[config.mk]
export PLATFORM = sky130hd
export DESIGN_NAME = axi4lite_regfile_slave
export DESIGN_NICKNAME = d
export VERILOG_FILES = /design/src/rtl/axi4lite_pkg.sv /design/src/rtl/axi4lite_wr_hold.sv /design/src/rtl/axi4lite_regfile_slave.sv
export SDC_FILE = /design/constraint.sdc
export NUM_CORES = 1
export LEC_CHECK = 0
export CORE_MARGIN = 4
export CORE_UTILIZATION = 45
export DETAILED_ROUTE_END_ITERATION = 8
export PLACE_DENSITY = 0.77
export SLEW_MARGIN = 10
export SYNTH_ARGS = -nofsm -noshare
export SYNTH_HDL_FRONTEND = slang
export SYNTH_SLANG_ARGS = --single-unit
[constraint.sdc]
create_clock -name s_axi_aclk -period 3.13 [get_ports s_axi_aclk]
set_input_delay 0.4695 -clock s_axi_aclk [delete_from_list [all_inputs] [get_ports s_axi_aclk]]
set_output_delay 0.4695 -clock s_axi_aclk [all_outputs]
set_load 0.02 [all_outputs]
[src/rtl/axi4lite_pkg.sv]
// Shared definitions for the AXI4-Lite register-file responder.
//   - AXI response codes driven on bresp/rresp
//   - byte offsets of the register bank
package axi4lite_pkg;

   localparam logic [1:0] RESP_OKAY   = 2'b00;
   localparam logic [1:0] RESP_SLVERR = 2'b10;
   localparam logic [1:0] RESP_DECERR = 2'b11;

   localparam logic [1:0] REG_CTRL      = 2'd0;
   localparam logic [1:0] REG_IRQ_MASK  = 2'd1;
   localparam logic [1:0] REG_STATUS    = 2'd2;
   localparam logic [1:0] REG_IRQ_FLAGS = 2'd3;

endpackage

[src/rtl/axi4lite_wr_hold.sv]
// Single-entry capture register for one AXI write channel (AW, or W+strobe).
// Ports:
//   clk, rst_n : clock, asynchronous active-low reset
//   valid      : channel valid from the master
//   data       : channel payload
//   clear      : consume the held entry (write commit)
//   ready      : channel ready back to the master, registered
//   full       : an entry is held
//   q          : held payload
module axi4lite_wr_hold #(
   parameter int W = 8
) (
   input  logic         clk,
   input  logic         rst_n,
   input  logic         valid,
   input  logic [W-1:0] data,
   input  logic         clear,
   output logic         ready,
   output logic         full,
   output logic [W-1:0] q
);

   logic         full_q, full_d;
   logic         ready_q, ready_d;
   logic [W-1:0] data_q, data_d;

   // ready is a flop (not !full) so it can sit at 0 during reset and
   // rise only on the first edge after reset is released.
   always_comb begin
      full_d = full_q;
      data_d = data_q;
      if (clear) full_d = 1'b0;
      if (valid && ready_q) begin
         full_d = 1'b1;
         data_d = data;
      end
      ready_d = !full_d;
   end

   always_ff @(posedge clk or negedge rst_n) begin
      if (!rst_n) begin
         full_q  <= 1'b0;
         ready_q <= 1'b0;
         data_q  <= '0;
      end else begin
         full_q  <= full_d;
         ready_q <= ready_d;
         data_q  <= data_d;
      end
   end

   assign ready = ready_q;
   assign full  = full_q;
   assign q     = data_q;

endmodule

[src/rtl/axi4lite_regfile_slave.sv]
// AXI4-Lite responder exposing a four-entry control/status register bank.
//   0x0 CTRL (rw), 0x1 IRQ_MASK (rw), 0x2 STATUS (ro, live status_in),
//   0x3 IRQ_FLAGS (write-1-to-clear, set by irq_event_in); 0x4+ DECERR.
// Ports:
//   s_axi_aclk / s_axi_aresetn : clock, asynchronous active-low reset
//   s_axi_aw* / s_axi_w* / s_axi_b* : write address, data, response
//   s_axi_ar* / s_axi_r*            : read address, data
//   ctrl_out     : CTRL contents
//   status_in    : hardware status returned on STATUS reads
//   irq_event_in : per-bit set pulses for IRQ_FLAGS
//   irq_out      : registered |(IRQ_FLAGS & IRQ_MASK)
module axi4lite_regfile_slave #(
   parameter int                    ADDR_WIDTH = 3,
   parameter int                    DATA_WIDTH = 8,
   parameter logic [DATA_WIDTH-1:0] CTRL_RESET = '0
) (
   input  logic                    s_axi_aclk,
   input  logic                    s_axi_aresetn,
   input  logic [ADDR_WIDTH-1:0]   s_axi_awaddr,
   input  logic                    s_axi_awvalid,
   output logic                    s_axi_awready,
   input  logic [DATA_WIDTH-1:0]   s_axi_wdata,
   input  logic [DATA_WIDTH/8-1:0] s_axi_wstrb,
   input  logic                    s_axi_wvalid,
   output logic                    s_axi_wready,
   output logic [1:0]              s_axi_bresp,
   output logic                    s_axi_bvalid,
   input  logic                    s_axi_bready,
   input  logic [ADDR_WIDTH-1:0]   s_axi_araddr,
   input  logic                    s_axi_arvalid,
   output logic                    s_axi_arready,
   output logic [DATA_WIDTH-1:0]   s_axi_rdata,
   output logic [1:0]              s_axi_rresp,
   output logic                    s_axi_rvalid,
   input  logic                    s_axi_rready,
   output logic [DATA_WIDTH-1:0]   ctrl_out,
   input  logic [DATA_WIDTH-1:0]   status_in,
   input  logic [DATA_WIDTH-1:0]   irq_event_in,
   output logic                    irq_out
);

   import axi4lite_pkg::*;

   localparam int STRB_W = DATA_WIDTH / 8;

   // ---------------- write channel holds ----------------
   logic                         aw_full, w_full, commit;
   logic [ADDR_WIDTH-1:0]        aw_addr;
   logic [STRB_W+DATA_WIDTH-1:0] w_hold;
   logic [DATA_WIDTH-1:0]        w_data, wmask;
   logic [STRB_W-1:0]            w_strb;

   axi4lite_wr_hold #(.W(ADDR_WIDTH)) u_aw_hold (
      .clk   (s_axi_aclk),
      .rst_n (s_axi_aresetn),
      .valid (s_axi_awvalid),
      .data  (s_axi_awaddr),
      .clear (commit),
      .ready (s_axi_awready),
      .full  (aw_full),
      .q     (aw_addr)
   );

   axi4lite_wr_hold #(.W(STRB_W + DATA_WIDTH)) u_w_hold (
      .clk   (s_axi_aclk),
      .rst_n (s_axi_aresetn),
      .valid (s_axi_wvalid),
      .data  ({s_axi_wstrb, s_axi_wdata}),
      .clear (commit),
      .ready (s_axi_wready),
      .full  (w_full),
      .q     (w_hold)
   );

   assign {w_strb, w_data} = w_hold;

   // Commit is held off while a response is outstanding; the holds then
   // stay full and backpressure AW/W on their own.
   assign commit = aw_full && w_full && !s_axi_bvalid;

   always_comb begin
      for (int b = 0; b < STRB_W; b++) wmask[b*8 +: 8] = {8{w_strb[b]}};
   end

   // ---------------- register bank state ----------------
   logic [DATA_WIDTH-1:0] ctrl_q, ctrl_d;
   logic [DATA_WIDTH-1:0] mask_q, mask_d;
   logic [DATA_WIDTH-1:0] flags_q, flags_d, flags_clr;
   logic                  irq_q, irq_d;
   logic                  bvalid_q, bvalid_d;
   logic [1:0]            bresp_q, bresp_d;
   logic                  wr_in_range;
   logic [1:0]            wr_idx;

   assign wr_in_range = (aw_addr >> 2) == '0;
   assign wr_idx      = aw_addr[1:0];

   always_comb begin
      ctrl_d    = ctrl_q;
      mask_d    = mask_q;
      flags_clr = '0;
      bvalid_d  = bvalid_q;
      bresp_d   = bresp_q;
      if (bvalid_q && s_axi_bready) bvalid_d = 1'b0;
      if (commit) begin
         bvalid_d = 1'b1;
         bresp_d  = RESP_OKAY;
         if (!wr_in_range) begin
            bresp_d = RESP_DECERR;
         end else begin
            case (wr_idx)
               REG_CTRL:      ctrl_d    = (ctrl_q & ~wmask) | (w_data & wmask);
               REG_IRQ_MASK:  mask_d    = (mask_q & ~wmask) | (w_data & wmask);
               REG_STATUS:    bresp_d   = RESP_SLVERR;
               REG_IRQ_FLAGS: flags_clr = w_data & wmask;
               default:       bresp_d   = RESP_DECERR;
            endcase
         end
      end
      // An event pulse overrides a same-cycle clear on the same bit.
      flags_d = (flags_q & ~flags_clr) | irq_event_in;
      irq_d   = |(flags_q & mask_q);
   end

   // ---------------- read path ----------------
   logic                  ar_hs;
   logic                  arready_q, arready_d;
   logic                  rvalid_q, rvalid_d;
   logic [1:0]            rresp_q, rresp_d;
   logic [DATA_WIDTH-1:0] rdata_q, rdata_d;

   assign ar_hs = s_axi_arvalid && arready_q;

   // Reads sample the bank before this cycle's commit, so a same-cycle
   // read of a register being written returns the old value.
   always_comb begin
      rvalid_d = rvalid_q;
      rresp_d  = rresp_q;
      rdata_d  = rdata_q;
      if (rvalid_q && s_axi_rready) rvalid_d = 1'b0;
      if (ar_hs) begin
         rvalid_d = 1'b1;
         rresp_d  = RESP_OKAY;
         rdata_d  = '0;
         if ((s_axi_araddr >> 2) != '0) begin
            rresp_d = RESP_DECERR;
         end else begin
            case (s_axi_araddr[1:0])
               REG_CTRL:      rdata_d = ctrl_q;
               REG_IRQ_MASK:  rdata_d = mask_q;
               REG_STATUS:    rdata_d = status_in;
               REG_IRQ_FLAGS: rdata_d = flags_q;
               default:       rdata_d = '0;
            endcase
         end
      end
      arready_d = !rvalid_d;
   end

   always_ff @(posedge s_axi_aclk or negedge s_axi_aresetn) begin
      if (!s_axi_aresetn) begin
         ctrl_q    <= CTRL_RESET;
         mask_q    <= '0;
         flags_q   <= '0;
         irq_q     <= 1'b0;
         bvalid_q  <= 1'b0;
         bresp_q   <= RESP_OKAY;
         arready_q <= 1'b0;
         rvalid_q  <= 1'b0;
         rresp_q   <= RESP_OKAY;
         rdata_q   <= '0;
      end else begin
         ctrl_q    <= ctrl_d;
         mask_q    <= mask_d;
         flags_q   <= flags_d;
         irq_q     <= irq_d;
         bvalid_q  <= bvalid_d;
         bresp_q   <= bresp_d;
         arready_q <= arready_d;
         rvalid_q  <= rvalid_d;
         rresp_q   <= rresp_d;
         rdata_q   <= rdata_d;
      end
   end

   assign s_axi_bvalid  = bvalid_q;
   assign s_axi_bresp   = bresp_q;
   assign s_axi_arready = arready_q;
   assign s_axi_rvalid  = rvalid_q;
   assign s_axi_rresp   = rresp_q;
   assign s_axi_rdata   = rdata_q;
   assign ctrl_out      = ctrl_q;
   assign irq_out       = irq_q;

endmodule
==> run summary, run 1 <==
CP Cell Sequence: nand3b_4 -> or4_1 -> mux2_4
Clock skew: 0.007155 ns
Hold Buf Count CTS: 0
Family with the most delay on the worst path: simple AND/OR/NAND/NOR gates
Fin cells: 296
Port buffer count: 63
Routed Antenna Nets: 0
Area growth from synthesis to layout: 33.91%
# H-tree levels: 2
Post-Synthesis Net Count: 200
CP max-delay cell: or4_1
Power density over the cells: 823.7 mW/mm2
Via count: 1522
Slew headroom: 0.5153
Most frequent cells in the layout: 62 x clkdlybuf4s50_1, 55 x dfrtp_1, 22 x mux2_2, 13 x inv_1, 9 x nor2_1
DRT Pass-1 Iters: 4
Syn avg cell area: 14.37 um2
Antenna fix cells: 0
Worst EP required: 3.32 ns
Slew @ Worst Pin: 0.7217 ns
Dpl hpwl: 3731 um
Min-delay worst type: input port to asynchronous set/reset pin
F_max: 515.4 MHz
Setup TNS: 0 ns
Tcrit/Tclk final: 0.6198
Starting DRT DRC Count: 123
Vias in the first global route: 1623
CTS max path bufs: 2
Final setup violating endpoints: 0
Most common library cell in the layout ignoring fill and taps: clkdlybuf4s50_1
Fin nets: 266
Worst stage delay on the critical path: 0.79 ns
IO Pins: 64
Crit end category: flop
Hold Slack: 0.1745 ns
Worst path bufs/invs: 0
Leakage: 1.362 nW
Post-Route WL: 4883 um
Worst Setup Start Kind: flop
Core Region: 0.004880 mm2
Initial Util: 0.4772
Die area: 0.006390 mm2
Largest net degree at the start of global routing: 30
Max Cap Violations: 0
Crit-path max FO: 8
CTS Sinks: 55
Slew Viols, Final: 0
Via density: 5.142
Seq/Total Area, Yosys: 0.5911
Die H: 79.94 um
Clock transition at path regs: 0.09 ns
DRC: 0
First-pass GRT wire length: 8031 um
R2R setup slack: 1.19 ns
Ys Warns: 0
Yosys reg bits: 55
Routability cong.: 0.7672
Final min period: 1.940 ns
Unique masters post-synth: 23
Total GRT Usage: 0.1646
CTS root buffer: clkbuf_8
Worst-Skew Late Latency: 0.30 ns
Chip Width: 79.94 um
CP Class: flop to flop
Initial antenna violation count: 0
CTS tree: built
Post-Syn Area: 0.002328 mm2
Status: finished, final reports clean
Post-CTS Setup Bufs: 0
DR WL/cell: 16.50 um
Cts repair resizes: 0
RSZ-0062 raised after global routing: false
CP Data Arrival Time: 2.13 ns
Share of cells above drive strength 1: 0.2183
Final hold violation count: 0
CTS buffer count: 5
Cell count after synthesis: 162
GR Overflow Total: 0
Worst VDD drop: 0.0004778 V
Post-Place Cells: 288
Floorplan row count: 25
==> cells in the mapped netlist <==
cell type  instances  area (um2)
inv_1             13       48.80
buf_6              1       11.26
nor2_1             9       33.78
a31oi_1            8       50.05
buf_2              1       5.000
mux4_2             8       180.2
nor4_4             1       21.27
nand3b_4           1       20.02
or2b_1             1       7.510
mux2_2            22       247.7
nand2_1            8       30.03
a22o_1             8       70.07
nand4_1            1       6.260
clkbuf_1           3       11.26
o21ai_0            4       20.02
nor4_1             1       6.260
buf_4              1       7.510
and2_1             2       12.51
dfrtp_1           55        1376
a21oi_1            1       5.000
a22oi_1            4       30.03
or4_1              1       7.510
mux2_4             8       120.1
==> stage by stage <==
| stage | utilization | power (W) | setup WS (ns) | instance area [um2] |
|---|---|---|---|---|
| finish | 0.6390 | 0.002568 | 1.190 | 3118 |
| global route | 0.6390 | 0.002720 | 1.115 | 3118 |
| floorplan | - | 0.001743 | 1.391 | 2328 |
| CTS | 0.6390 | 0.002601 | 1.181 | 3118 |
| global placement | 0.6185 | 0.002148 | 0.9587 | 3018 |
| detailed placement | 0.6185 | 0.002181 | 0.9373 | 3018 |
==> per-layer routing <==
layer | global-route usage | share of wire | up-vias
met3 | 0.04966 | 0.067 | 6
li1 | - | - | 711
met4 | 0.03547 | 0.010 | 0
met1 | 0.2313 | 0.47 | 752
met2 | 0.2525 | 0.45 | 53
met5 | 0 | 0 | -
==> power by group <==
| group | switching (W) | leakage, nW | internal [W] |
|---|---|---|---|
| Combinational | 0.000399 | 0.655 | 0.000560 |
| Sequential | 0.000226 | 0.655 | 0.000969 |
| Clock | 0.000212 | 0.0515 | 0.000202 |
==> worst paths after layout <==
| check | to | from | cells past startpoint |
|---|---|---|---|
| setup reg to reg | flop | s_axi_bvalid | 3 |
| hold reg to reg | flags_q[6] | u_w_hold.q[6] | 1 |
| setup / recovery | flop | s_axi_bvalid | 3 |
| hold / removal | s_axi_rdata[1] | s_axi_aresetn | 1 |
| min in group s_axi_aclk | flags_q[6] | u_w_hold.q[6] | 1 |
| max in group asynchronous | u_aw_hold.q[1] | s_axi_aresetn | 2 |
==> worst register-to-register path, cell delays in order, from the launching register on <==
cell	delay (ns)
dfrtp_1	0.41
nand3b_4	0.23
or4_1	0.79
mux2_4	0.40
==> kinds of logic after synthesis <==
logic type	share of synthesized area
flip-flops	0.5911
multiplexers	0.2354
buffers and inverters	0.03600
AO/OA/AOI/OAI	0.07523
AND/OR/NAND/NOR	0.06234
==> final cells by class <==
type	instances	area (um2)
fill	398	1762
inverter	13	48.80
clock buffer	8	100.1
tap	67	83.83
sequential	55	1376
timing repair buffer	65	640.6
multi-input combinational	88	868.3
(Power assumes the default switching activity.)
==> run 2: changes to the inputs <==
==> constraint.sdc (replaced) <==
create_clock -name s_axi_aclk -period 1.9 [get_ports s_axi_aclk]
set_input_delay 0.285 -clock s_axi_aclk [delete_from_list [all_inputs] [get_ports s_axi_aclk]]
set_output_delay 0.285 -clock s_axi_aclk [all_outputs]
set_load 0.02 [all_outputs]
==> run 2 against run 1 <==
Net effect: sequential power grew 65%; flip-flop and latch count unchanged; first-iteration DRC count decreased by 45%; fmax up 14%; hold slack improved by 0.26 ns; setup slack got worse by 0.99 ns; global-route usage grew 0.30 points; clock skew shrank 0.0021 ns; count of clock-buffer cells in the layout down 1; register-to-register slack lost 0.99 ns; final cell count grew 2.4%; power rose by 63%; critical path type unchanged; largest power group unchanged.
==> run summary, run 2 (synthesis gave the netlist of run 1 again) <==
CTS buffer count: 5
Met2 usage in global routing: 0.2566
GRT met1 Usage: 0.2307
Core Region: 0.004880 mm2
DR WL/cell: 15.97 um
Fin nets: 273
CTS Sinks: 55
Tcrit/Tclk final: 0.8974
Final setup margin: 0.1950 ns
Worst stage delay on the critical path: 0.42 ns
R2R setup slack: 0.20 ns
Dpl ws: 0.1336 ns
Area growth from synthesis to layout: 36.54%
Post-Route WL: 4838 um
CTS root buffer: clkbuf_8
Dpl hpwl: 3668 um
Vias in the first global route: 1623
Min-delay worst type: input port to asynchronous set/reset pin
Slew headroom: 0.6286
Post-route design area: 0.003179 mm2
Antenna fix cells: 0
Final hold violation count: 0
CP Class: flop to flop
# H-tree levels: 2
CP Data Arrival Time: 1.90 ns
Cts repair resizes: 0
Initial antenna violation count: 0
Via count: 1561
Most frequent cells in the layout: 62 x clkdlybuf4s50_1, 55 x dfrtp_1, 22 x mux2_2, 13 x inv_1, 9 x nor2_1
Worst-Skew Late Latency: 0.30 ns
CTS tree: built
DRT Pass-1 Iters: 4
CTS max path bufs: 2
CP Cell Sequence: or2b_1 -> or4_1 -> buf_4 -> mux2_4
Final min period: 1.705 ns
Routed Antenna Nets: 0
Worst EP required: 2.09 ns
Final core occ: 0.6515
R2r startpoint: u_aw_hold.q[2]
GRT busiest layer: met2
Total GRT Usage: 0.1676
Status: finished, final reports clean
Starting DRT DRC Count: 68
RSZ-0062 raised after global routing: false
Slew @ Worst Pin: 0.5551 ns
Routability cong.: 0.7324
Initial Util: 0.4772
Crit end category: flop
Share of cells above drive strength 1: 0.2331
IO Pins: 64
Clock skew: 0.005028 ns
Power density over the cells: 1316 mW/mm2
GR Overflow Total: 0
DRC: 0
First-pass GRT wire length: 8114 um
Worst Setup Start Kind: flop
Clock transition at path regs: 0.09 ns
Floorplan row count: 25
Worst VDD drop: 0.0007286 V
Via density: 5.152
Die area: 0.006390 mm2
Setup TNS: 0 ns
Reg2Reg Depth: 4
Post-CTS Setup Bufs: 0
Placed inst area: 0.003088 mm2
CP max-delay cell: dfrtp_1
Largest net degree at the start of global routing: 39
Die H: 79.94 um
F_max: 586.5 MHz
Fill cell count: 386
Hold Buf Count CTS: 1
Crit-path max FO: 8
Chip Width: 79.94 um
Slew Viols, Final: 0
Port buffer count: 63
Leakage: 1.394 nW
Most common library cell in the layout ignoring fill and taps: clkdlybuf4s50_1
Final setup violating endpoints: 0
Max Cap Violations: 0
Global Route met3 Usage: 0.05305
run 2: stage by stage:
| step | hold WS, ns | power (W) | std cells |
|---|---|---|---|
| after floorplan | -0.01059 | 0.002872 | 162 |
| after global placement | 0.2416 | 0.003572 | 294 |
| after detailed placement | 0.2406 | 0.003628 | 294 |
| after CTS | 0.4387 | 0.004242 | 303 |
| after global routing | 0.4611 | 0.004446 | 303 |
| final | 0.4332 | 0.004185 | 303 |
run 2: layout make-up:
class	count	area [um2]	share of cell area
sequential	55	1376	0.4329
multi-input combinational	88	868.3	0.2731
timing repair buffer	72	720.7	0.2267
tap	67	83.83	0.02637
clock buffer	7	76.32	0.02401
inverter	13	48.80	0.01535
clock inverter	1	5.005	0.001574
run 2: worst max path at each step:
stage / start / end / slack (ns) / cells past startpoint
6_report: u_aw_hold.q[2] / flop / 0.20 / 4
5_1_grt: u_aw_hold.q[2] / flop / 0.15 / 4
4_1_cts: u_aw_hold.q[2] / flop / 0.19 / 4
3_5_place_dp: s_axi_araddr[0] / s_axi_rdata[0] / 0.13 / 4
3_3_place_gp: s_axi_araddr[0] / s_axi_rdata[0] / 0.15 / 4
2_1_floorplan: s_axi_bvalid / flop / 0.16 / 4
run 2: critical path, delay by kind of cell, from the launching register on:
family | cells | cell delay (ns)
and+or+nand+nor | 2 | 0.67
DFF | 1 | 0.42
buffers and inverters | 1 | 0.20
muxes | 1 | 0.30
run 2: routing by layer:
metal / part of all wire / vias up
li1: - / 735
met1: 0.46 / 771
met2: 0.45 / 49
met3: 0.078 / 6
met4: 0.011 / 0
met5: 0 / -
run 2: report_power, final:
part / internal, W / switching [W]
Sequential: 0.00160 / 0.000363
Clock: 0.000259 / 0.000345
Combinational: 0.000952 / 0.000669
Total: 0.00281 / 0.00138
==> run 3: changes to the inputs <==
--- a/config.mk
+++ b/config.mk
@@ -5,7 +5,6 @@
 export SDC_FILE = /design/constraint.sdc
 export NUM_CORES = 1
 export LEC_CHECK = 0
-export CORE_MARGIN = 4
 export CORE_UTILIZATION = 45
 export DETAILED_ROUTE_END_ITERATION = 8
 export PLACE_DENSITY = 0.77
==> run 3 against run 2 <==
Net effect: final cell count grew 0.33%; count of clock-buffer cells in the layout decreased by 2; clock skew is 0.0023 ns higher; wire length rose by 1.4%; flip-flop and latch count did not move; clock power is 3% higher; non-clock buffer count increased by 1; cell area is essentially flat; core utilization grew 0.37 points; fmax shrank 0.55%; sequential power is essentially flat; sequential share of layout area is essentially flat; largest cell class unchanged; largest power group unchanged.
==> run summary, run 3 (synthesis gave the netlist of run 1 again) <==
Dpl ws: 0.1067 ns
Sequential power share: 0.470
Status: finished, final reports clean
Starting DRT DRC Count: 68
Worst VDD drop: 0.0006728 V
Final min period: 1.714 ns
Min-delay worst type: input port to asynchronous set/reset pin
Area growth from synthesis to layout: 36.43%
CP Data Arrival Time: 1.91 ns
Worst stage delay on the critical path: 0.42 ns
Initial antenna violation count: 0
Via density: 5.211
DRT Pass-1 Iters: 4
Final hold violation count: 0
DR WL/cell: 16.14 um
Leakage: 1.400 nW
Clock power share: 0.148
Most frequent cells in the layout: 62 x clkdlybuf4s50_1, 55 x dfrtp_1, 22 x mux2_2, 13 x inv_1, 9 x nor2_1
Tcrit/Tclk final: 0.9023
Port buffer count: 63
Post-Route WL: 4907 um
Slew Viols, Final: 0
CTS root buffer: clkbuf_8
Antenna fix cells: 0
Clock transition at path regs: 0.10 ns
Die H: 73.94 um
Largest net degree at the start of global routing: 27
IO Pins: 64
Routed Antenna Nets: 0
Setup TNS: 0 ns
First-pass GRT wire length: 8100 um
CP Class: flop to flop
Routability cong.: 0.7670
CTS tree: built
Initial Util: 0.4803
Worst EP required: 2.09 ns
Slew @ Worst Pin: 0.5196 ns
Vias in the first global route: 1632
Worst Setup Start Kind: flop
Dpl hpwl: 3759 um
P_sw: 0.001411 W
Post-Place Cells: 295
# H-tree levels: 2
Share of cells above drive strength 1: 0.2447
RSZ-0062 raised after global routing: false
Die area: 0.005466 mm2
CP Cell Sequence: or2b_1 -> or4_1 -> buf_4 -> mux2_4
Slew headroom: 0.6523
Most common library cell in the layout ignoring fill and taps: clkdlybuf4s50_1
GR Overflow Total: 0
Fin cells: 304
Worst-Skew Late Latency: 0.31 ns
Combinational share of power: 0.382
Pint: 0.002799 W
Power density over the cells: 1325 mW/mm2
Floorplan row count: 25
Fin nets: 274
DRC: 0
Worst path bufs/invs: 1
Crit end category: flop
Via count: 1584
Cts repair resizes: 0
Family with the most delay on the worst path: simple AND/OR/NAND/NOR gates
CTS Sinks: 55
Sw frac: 0.3352
GRT busiest layer: met2
Power, Total: 0.004209 W
Core Region: 0.004848 mm2
Final setup margin: 0.1856 ns
Clock skew: 0.007337 ns
Max Cap Violations: 0
Total GRT Usage: 0.2052
Crit-path max FO: 8
Final setup violating endpoints: 0
Met2 usage in global routing: 0.3263
CTS max path bufs: 2
CTS buffer count: 5
Global Route met3 Usage: 0.05149
Chip Width: 73.94 um
GRT met1 Usage: 0.2781
F_max: 583.3 MHz
CP max-delay cell: dfrtp_1
## run 3: layout make-up
type | instances | area (um2)
Fill cell | 368 | 1672
Clock inverter | 3 | 15.01
Tap cell | 67 | 83.83
Sequential cell | 55 | 1376
Inverter | 13 | 48.80
Clock buffer | 5 | 68.82
Timing Repair Buffer | 73 | 715.7
Multi-Input combinational cell | 88 | 868.3
## run 3: power groups by stage
stage	clock network (W)	registers, W	logic, W
after detailed placement	0	0.00200	0.00162
after floorplan	0	0.00213	0.000739
after global placement	0	0.00198	0.00158
final	0.000622	0.00198	0.00161
after global routing	0.000687	0.00204	0.00173
after CTS	0.000642	0.00198	0.00163
## run 3: final timing paths
path                       slack [ns]      startpoint            end  cells after the start
setup / recovery                 0.19  u_aw_hold.q[2]           flop                      4
hold / removal                   0.43   s_axi_aresetn  s_axi_arready                      2
setup reg to reg                 0.19  u_aw_hold.q[2]           flop                      4
hold reg to reg                  0.50   u_w_hold.q[4]     flags_q[4]                      1
max in group asynchronous        0.79   s_axi_aresetn        irq_out                      3
min in group s_axi_aclk          0.50   u_w_hold.q[4]     flags_q[4]                      1
## run 3: through the flow
stage	hold WS, ns	area [um2]	utilization
detailed placement	0.2270	3083	0.6359
global placement	0.2211	3083	0.6359
CTS	0.4373	3177	0.6552
finish	0.4302	3177	0.6552
global route	0.4486	3177	0.6552
floorplan	-0.01059	2328	-
## run 3: per-layer routing
layer	wire length, um	up-vias
li1	-	736
met5	0	-
met4	87	0
met2	2298	52
met3	246	8
met1	2275	788
## run 3: worst reg2reg max path, stage by stage, from the launching register on
cell and delay (ns):
dfrtp_1 0.42, or2b_1 0.28, or4_1 0.40, buf_4 0.20, mux2_4 0.30
## run 3: timing repair
item,in CTS,in global routing
buffers inserted,0,0
hold buffers,1,0
endpoints found under the hold margin,16,0
